**src/rtl/fifo_byte_serializer.sv**
```systemverilog
// fifo_byte_serializer: pops 32-bit words from an upstream FIFO and emits them as 4 bytes on a valid/ready stream.
// Latency: first byte_valid 2 cycles after the fifo_read pulse; 5 cycles per word minimum with byte_ready held high.
// Backpressure: byte_ready=0 holds byte_out/byte_valid stable; the next word is only fetched on final-byte acceptance.
//
// Ports:
//   clk         - single clock, all state on posedge
//   reset       - synchronous active-high reset
//   fifo_empty  - upstream FIFO empty flag
//   fifo_dout   - upstream FIFO read data, valid the cycle after fifo_read
//   fifo_read   - one-cycle read pulse per word (combinational)
//   byte_out    - serialized byte, 0x00 when byte_valid=0
//   byte_valid  - byte_out holds a valid byte
//   byte_ready  - downstream accepts byte_out this cycle
//   busy        - FSM is not idle
//   words_done  - count of fully transmitted words, wraps at 16 bits
module fifo_byte_serializer #(
  parameter bit MSB_FIRST = 1'b0
) (
  input  logic        clk,
  input  logic        reset,
  input  logic        fifo_empty,
  input  logic [31:0] fifo_dout,
  output logic        fifo_read,
  output logic [7:0]  byte_out,
  output logic        byte_valid,
  input  logic        byte_ready,
  output logic        busy,
  output logic [15:0] words_done
);

  localparam logic [1:0] ST_IDLE = 2'd0;
  localparam logic [1:0] ST_LOAD = 2'd1;
  localparam logic [1:0] ST_SEND = 2'd2;

  logic [1:0]  r_state;
  logic [31:0] r_shift;
  logic [1:0]  r_idx;
  logic [15:0] r_words;

  logic        w_send;
  logic        w_accept;
  logic        w_last;
  logic [7:0]  w_byte;
  logic [31:0] w_shift_nxt;

  // Outputs are gated by reset so they read idle while reset is held,
  // even before the first clock edge has cleared the state.
  assign w_send   = (r_state == ST_SEND) && !reset;
  assign w_accept = w_send && byte_ready;
  assign w_last   = w_accept && (r_idx == 2'd3);

  // Prefetch on the final-byte acceptance keeps back-to-back words at 5 cycles.
  assign fifo_read = !reset && !fifo_empty && ((r_state == ST_IDLE) || w_last);

  // The outgoing byte always sits at one end of the shift register;
  // each acceptance shifts the next byte into that position.
  assign w_byte      = MSB_FIRST ? r_shift[31:24] : r_shift[7:0];
  assign w_shift_nxt = MSB_FIRST ? {r_shift[23:0], 8'h00} : {8'h00, r_shift[31:8]};

  assign byte_valid = w_send;
  assign byte_out   = w_send ? w_byte : 8'h00;
  assign busy       = !reset && (r_state != ST_IDLE);
  assign words_done = r_words;

  always_ff @(posedge clk) begin
    if (reset) begin
      r_state <= ST_IDLE;
      r_shift <= 32'h0;
      r_idx   <= 2'd0;
      r_words <= 16'h0;
    end else begin
      case (r_state)
        ST_IDLE: begin
          if (fifo_read) begin
            r_state <= ST_LOAD;
          end
        end
        ST_LOAD: begin
          r_shift <= fifo_dout;
          r_idx   <= 2'd0;
          r_state <= ST_SEND;
        end
        ST_SEND: begin
          if (w_accept) begin
            r_idx   <= r_idx + 2'd1;
            r_shift <= w_shift_nxt;
            if (r_idx == 2'd3) begin
              r_words <= r_words + 16'd1;
              r_state <= fifo_read ? ST_LOAD : ST_IDLE;
            end
          end
        end
        default: begin
          r_state <= ST_IDLE;
        end
      endcase
    end
  end

endmodule

```
**config.mk**
```make
export PLATFORM = sky130hd
export DESIGN_NAME = fifo_byte_serializer
export DESIGN_NICKNAME = d
export VERILOG_FILES = /design/src/rtl/fifo_byte_serializer.sv
export SDC_FILE = /design/constraint.sdc
export NUM_CORES = 1
export LEC_CHECK = 0
export CORE_AREA = 8 8 82 84
export DETAILED_ROUTE_END_ITERATION = 7
export DIE_AREA = 0 0 90 92
export PLACE_DENSITY = 0.76
export REMOVE_ABC_BUFFERS = 1
export SYNTH_ARGS = -nofsm -noshare
export SYNTH_HDL_FRONTEND = slang
export SYNTH_SLANG_ARGS = --single-unit
```
**constraint.sdc**
```tcl
create_clock -name clk -period 1.83 [get_ports clk]
set_input_delay 0.2745 -clock clk [delete_from_list [all_inputs] [get_ports clk]]
set_output_delay 0.2745 -clock clk [all_outputs]
set_load 0.01 [all_outputs]
```
==> summary.txt <==
Outcome: finished clean
Nets: 378
Via Count: 2138
Worst hold path depth: 2
Yosys synthesis warning count: 0
Synth Area in Adders: 0.9615%
Final-report setup violation count: 0
Crit Path Max Fanout: 10
Flop2flop setup slack: 0.22 ns
Grt met1 use: 16.32%
Die Ht: 92 µm
Routed WL per cell: 14.33 µm
CP max-delay cell: dfxtp_2
Hold EP: r_state[0]
Pins over their slew limit: 0
Ys flop type: dfxtp_1
Hold Slack: 0.2598 ns
EDFF count, synth: 0
GRT overflow: 0
Most frequent cells in the layout: nor2_1, dfxtp_1, clkdlybuf4s50_1, mux2i_1, a211oi_2
Via density: 5.177
Met3 usage: 3.667%
Gr usage total: 13.94%
Cell count after synthesis: 274
HPWL Detailed: 4.310 mm
Root buffer cell: clkbuf_8
Max-slew headroom: 70.58%
RSZ-0062 raised after global routing: false
Yosys top cell by area: dfxtp_1
Skew-Pair Late Insertion Delay: 0.30 ns
Fmax: 583.6 MHz
Final Hold Fails: 0
Area contributors post-synth: dfxtp_1, mux2i_1, a211oi_2, nor2_1, buf_6
RR Endpoint: words_done[6]
Final min period: 1.714 ns
Clock Skew: 0.003525 ns
Worst slew pin tran: 0.4413 ns
Seq/Total Area, Yosys: 40.00%
# clock sinks: 52
Largest family of logic cells by synthesized area: simple AND/OR/NAND/NOR gates
CTS Buf Count: 5
GR peak layer: met2
Post-Route WL: 5.920 mm
Initial Util: 48.15%
CP endpoint kind: output port
Initial antenna violation count: 0
Mapped Area: 0.002602 mm²
Post-Synth XOR/XNOR Area: 3.365%
# H-tree levels: 2
DRC viols: 0
Final Cycle Share: 93.64%
Post-synth cell types: 37
Compound-Gate Fraction of Synth Area: 15.43%
GR Util met2: 24.36%
Core Box Area: 0.005405 mm²
Maximum VDD drop: 438.6 µV
Crit start category: flop
Pwr/cell area: 677.4 mW/mm²
Vias in the first global route: 2077
Worst r2r src: r_state[0]
Worst hold start: reset
Reg clk slew, reported paths: 0.09 ns
Core Rows: 27
Share of cells above drive strength 1: 15.84%
CTS tree: done
CP Cell Sequence: nor3b_2 > buf_6 > and2_1 > dlygate4sd2_1
Top-area cell type share of the netlist area: 40.00%
#FFs+latches synth: 52
Detail Route Antenna Nets: 0
Synth-to-Final Area Change: 30.91%
Die width: 90 µm
1st-iter DRT viols: 79
Diodes inserted: 0
# port buffers: 62
CP arrival: 1.44 ns
Post-Synth Simple-Gate Area: 23.46%
Slowest stage delay, CP: 0.39 ns
Avg Cell Area, Syn: 9.498 µm²
Worst min-delay path category: input port to flop
Commonest non-fill, non-tap cell in the layout: nor2_1
CP Data Required Time: 1.56 ns
R2R cell count: 6
MaxCap Viol Count: 0
Die area: 0.008280 mm²
Post-CTS Hold Buffers: 0
Leak pwr: 0.001470 µW
Worst setup path category: flop to output port
Number of I/O pins: 63
Clock tree buffer depth: 2
Largest net degree at the start of global routing: 49
Mux share of post-synthesis cell area: 10.77%
First-pass GRT wire length: 9.777 mm
Ys async rst share: 0%
TritonRoute pass-1 iters: 4
RD Place Congestion: 0.7915
Post-layout utilization of the core: 63.03%
cell usage after synthesis (all sizes together), types with 5 or more instances:
cell type,instances
nor4,9
buf,14
xnor2,6
nand4,5
mux2i,28
clkbuf,7
nor2,53
a211oi,24
dfxtp,52
nand2b,9
nand3,7
a21oi,14
and2,8
cell families (layout without fill, tap and decap cells):
family,Yosys count,in the layout
simple gates,112,112
buf+inv,24,91
fa+ha+maj,2,2
flops,52,52
compound gates,46,46
xor+xnor,10,10
mux,28,28
report_power, final:
group          switching (µW)  total, µW  internal, µW
registers                37.2       1240          1200
clock network             354        663           309
logic                     203        410           207
total                     594       2310          1710
layer usage:
metal	share of wire, %	routed length (µm)	vias up
met2	50	2946	38
met5	0	0	-
met3	4.4	261	5
met4	1.0	62	0
li1	-	-	1106
met1	45	2649	989
what timing repair did:
item | CTS | global route
setup endpoints to repair | 11 | 2
gates resized for setup | 14 | 5
setup buffers | 1 | 0
pin swaps | 0 | 1
state kept, by name (all words and copies together), names as in the netlist:
name	cells
r_state	2
r_shift	32
r_idx	2
words_done	16
how the worst max path moves through the flow:
stage / startpoint / endpoint
CTS: r_state[1] / busy
finish: r_state[1] / byte_out[2]
floorplan: r_state[1] / r_shift[0]
detailed placement: byte_ready / fifo_read
global route: r_state[1] / byte_out[5]
global placement: byte_ready / fifo_read
area by class of cell:
class / count / area, µm²
fillers: 491 / 1998
clock buffers: 8 / 90.09
inverters: 3 / 11.26
multi-input cells: 198 / 1416
flip-flops and latches: 52 / 1042
well taps: 72 / 90.09
repair buffers: 80 / 757.0
critical path, delay by kind of cell (launching register included):
family | cells | cell delay, ns
AND/OR/NAND/NOR | 2 | 0.32
flip-flops | 1 | 0.39
buffers and inverters | 2 | 0.44
through the flow:
| step | area, µm² | setup WS (ns) | setup TNS (ns) | total power, µW | std cells |
|---|---|---|---|---|---|
| CTS | 3392 | 0.01052 | 0 | 2329 | 413 |
| global placement | 3306 | -0.2455 | -0.2455 | 1660 | 404 |
| finish | 3407 | 0.1164 | 0 | 2308 | 413 |
| floorplan | 2457 | -0.9579 | -23.49 | 1486 | 253 |
| global route | 3407 | 0.02334 | 0 | 2426 | 413 |
| detailed placement | 3306 | -0.3121 | -0.3121 | 1673 | 404 |
Power figures use the tool's default switching activity.
==> variant: new RTL, same flow settings <==
Reset style: asynchronous (`reset`), changed in one clocked block. Comments in the files are not updated.
--- a/src/rtl/fifo_byte_serializer.sv
+++ b/src/rtl/fifo_byte_serializer.sv
@@ -62,7 +62,7 @@
   assign busy       = !reset && (r_state != ST_IDLE);
   assign words_done = r_words;
 
-  always_ff @(posedge clk) begin
+  always_ff @(posedge clk or posedge reset) begin
     if (reset) begin
       r_state <= ST_IDLE;
       r_shift <= 32'h0;
Check against the original RTL: differs if reset is asserted again (counterexample within 10 cycles, from zero or initial values and one cycle with reset high); with reset held inactive, the same outputs for 10 cycles.
==> variant against the original RTL <==
Register-to-register slack worse by 140 ps; final cell count decreased by 11%; critical endpoint is now fifo_read; cell area shrank 2.4%; hold slack worse by 11 ps; synthesized area shrank 8.0%; critical path type unchanged; sequential share of layout area up 8.6 points; sequential cell count unchanged; count of clock-buffer cells in the layout is 1 lower; wire length shrank 5.7%; setup slack worse by 40 ps.
Power is not compared: it rests on default switching activity, and its combinational part moved more than twofold at a synthesized area within 25%.
==> variant: results (changes against the original RTL) <==
- Status: complete, no violations (unchanged).
- The actual transition at the worst max-transition pin was 370 ps (was 441 ps).
- The final net count is 334 (was 378).
- The mux contribution to synthesized area is 10.5% (was 10.8%).
- The worst hold path class is input pin to asynchronous set/reset pin (was input pin to register).
- The number of global-route vias before repair was 1,952 (was 2,077).
- The start point of the critical path is r_state[1] (unchanged).
- The layout cell share with drive strength beyond 1 came to 15.8% (about the same).
- Commonest cells in the synthesized netlist: 52 x sky130_fd_sc_hd__dfrtp_1, 32 x sky130_fd_sc_hd__nand2_1, 26 x sky130_fd_sc_hd__o21ai_0 (was 53 x sky130_fd_sc_hd__nor2_1, 52 x sky130_fd_sc_hd__dfxtp_1, 28 x sky130_fd_sc_hd__mux2i_1).
- The count of instances resized after the clock tree is built is 17 (was 14).
- The post-synthesis share of cell area spent on full adders, half adders and majority gates was 1.04% (was 0.962%).
- The last weighted congestion value of the routability-driven placer is 0.765 (was 0.792).
- The global-route total usage across every layer is 13.7% (was 13.9%).
- The largest stage delay on the critical path came to 430 ps (was 390 ps).
- Largest cells by area after synthesis: sky130_fd_sc_hd__dfrtp_1 54%, sky130_fd_sc_hd__mux2i_1 10%, sky130_fd_sc_hd__o21ai_0 5.4% (was sky130_fd_sc_hd__dfxtp_1 40%, sky130_fd_sc_hd__mux2i_1 11%, sky130_fd_sc_hd__a211oi_2 8.7%).
- The leading register cell type out of synthesis is sky130_fd_sc_hd__dfrtp_1 (was sky130_fd_sc_hd__dfxtp_1).
- The origin of the critical flop-to-flop path is r_state[0] (unchanged).
- The count of non-filler cells in the finished layout is 369 (was 413).
- The worst path arrival time is 1480 ps (was 1440 ps).
- The async set-reset flop share out of synthesis is 100% (was 0%).
- The worst slack after detailed placement came to -395 ps (was -312 ps).
- The worst flop-to-flop path endpoint is words_done[5] (was words_done[6]).
- The number of distinct library cells after synthesis is 32 (was 37).
- The HPWL after detailed placement is 4.14 mm (was 4.31 mm).
- The placed instance count is 359 (was 404).
- The area fraction in compound gates after synthesis is 10.9% (was 15.4%).
- The met1 wire length was 2.35 mm (was 2.65 mm).
- The minimum setup slack in the final design is 76.3 ps (was 116 ps).
- The final setup skew is 6.02 ps (was 3.53 ps).
- The first-pass GRT wire length is 9.44 mm (was 9.78 mm).
- The largest fanout of any net on the critical path is 3 (was 10).
[variant: critical path: cells and delay by family, from the launching register on]
kind                   cells  cell delay, ps
AOI/OAI and AO/OA          1             340
buffers and inverters      3             420
DFF                        1             430
[variant: where the power goes]
| group | leakage, nW | total [mW] | internal [mW] | switching [mW] |
|---|---|---|---|---|
| clock network | 0.0445 | 0.676 | 0.308 | 0.368 |
| registers | 0.684 | 1.70 | 1.51 | 0.193 |
| logic | 0.850 | 1.43 | 0.732 | 0.701 |
[variant: area by class of cell]
| cell class | count | area, um^2 |
|---|---|---|
| repair buffers | 84 | 785 |
| multi-input cells | 150 | 1040 |
| clock inverters | 1 | 7.51 |
| flip-flops and latches | 52 | 1300 |
| well taps | 72 | 90.1 |
| fillers | 481 | 2080 |
| inverters | 3 | 11.3 |
| clock buffers | 7 | 86.3 |
[variant: metal layers]
layer  vias to the layer above  GRT usage, %
met4                         0          4.44
met3                         9          3.59
met5                         -             0
met2                        34          24.5
li1                        925             -
met1                       890          15.7
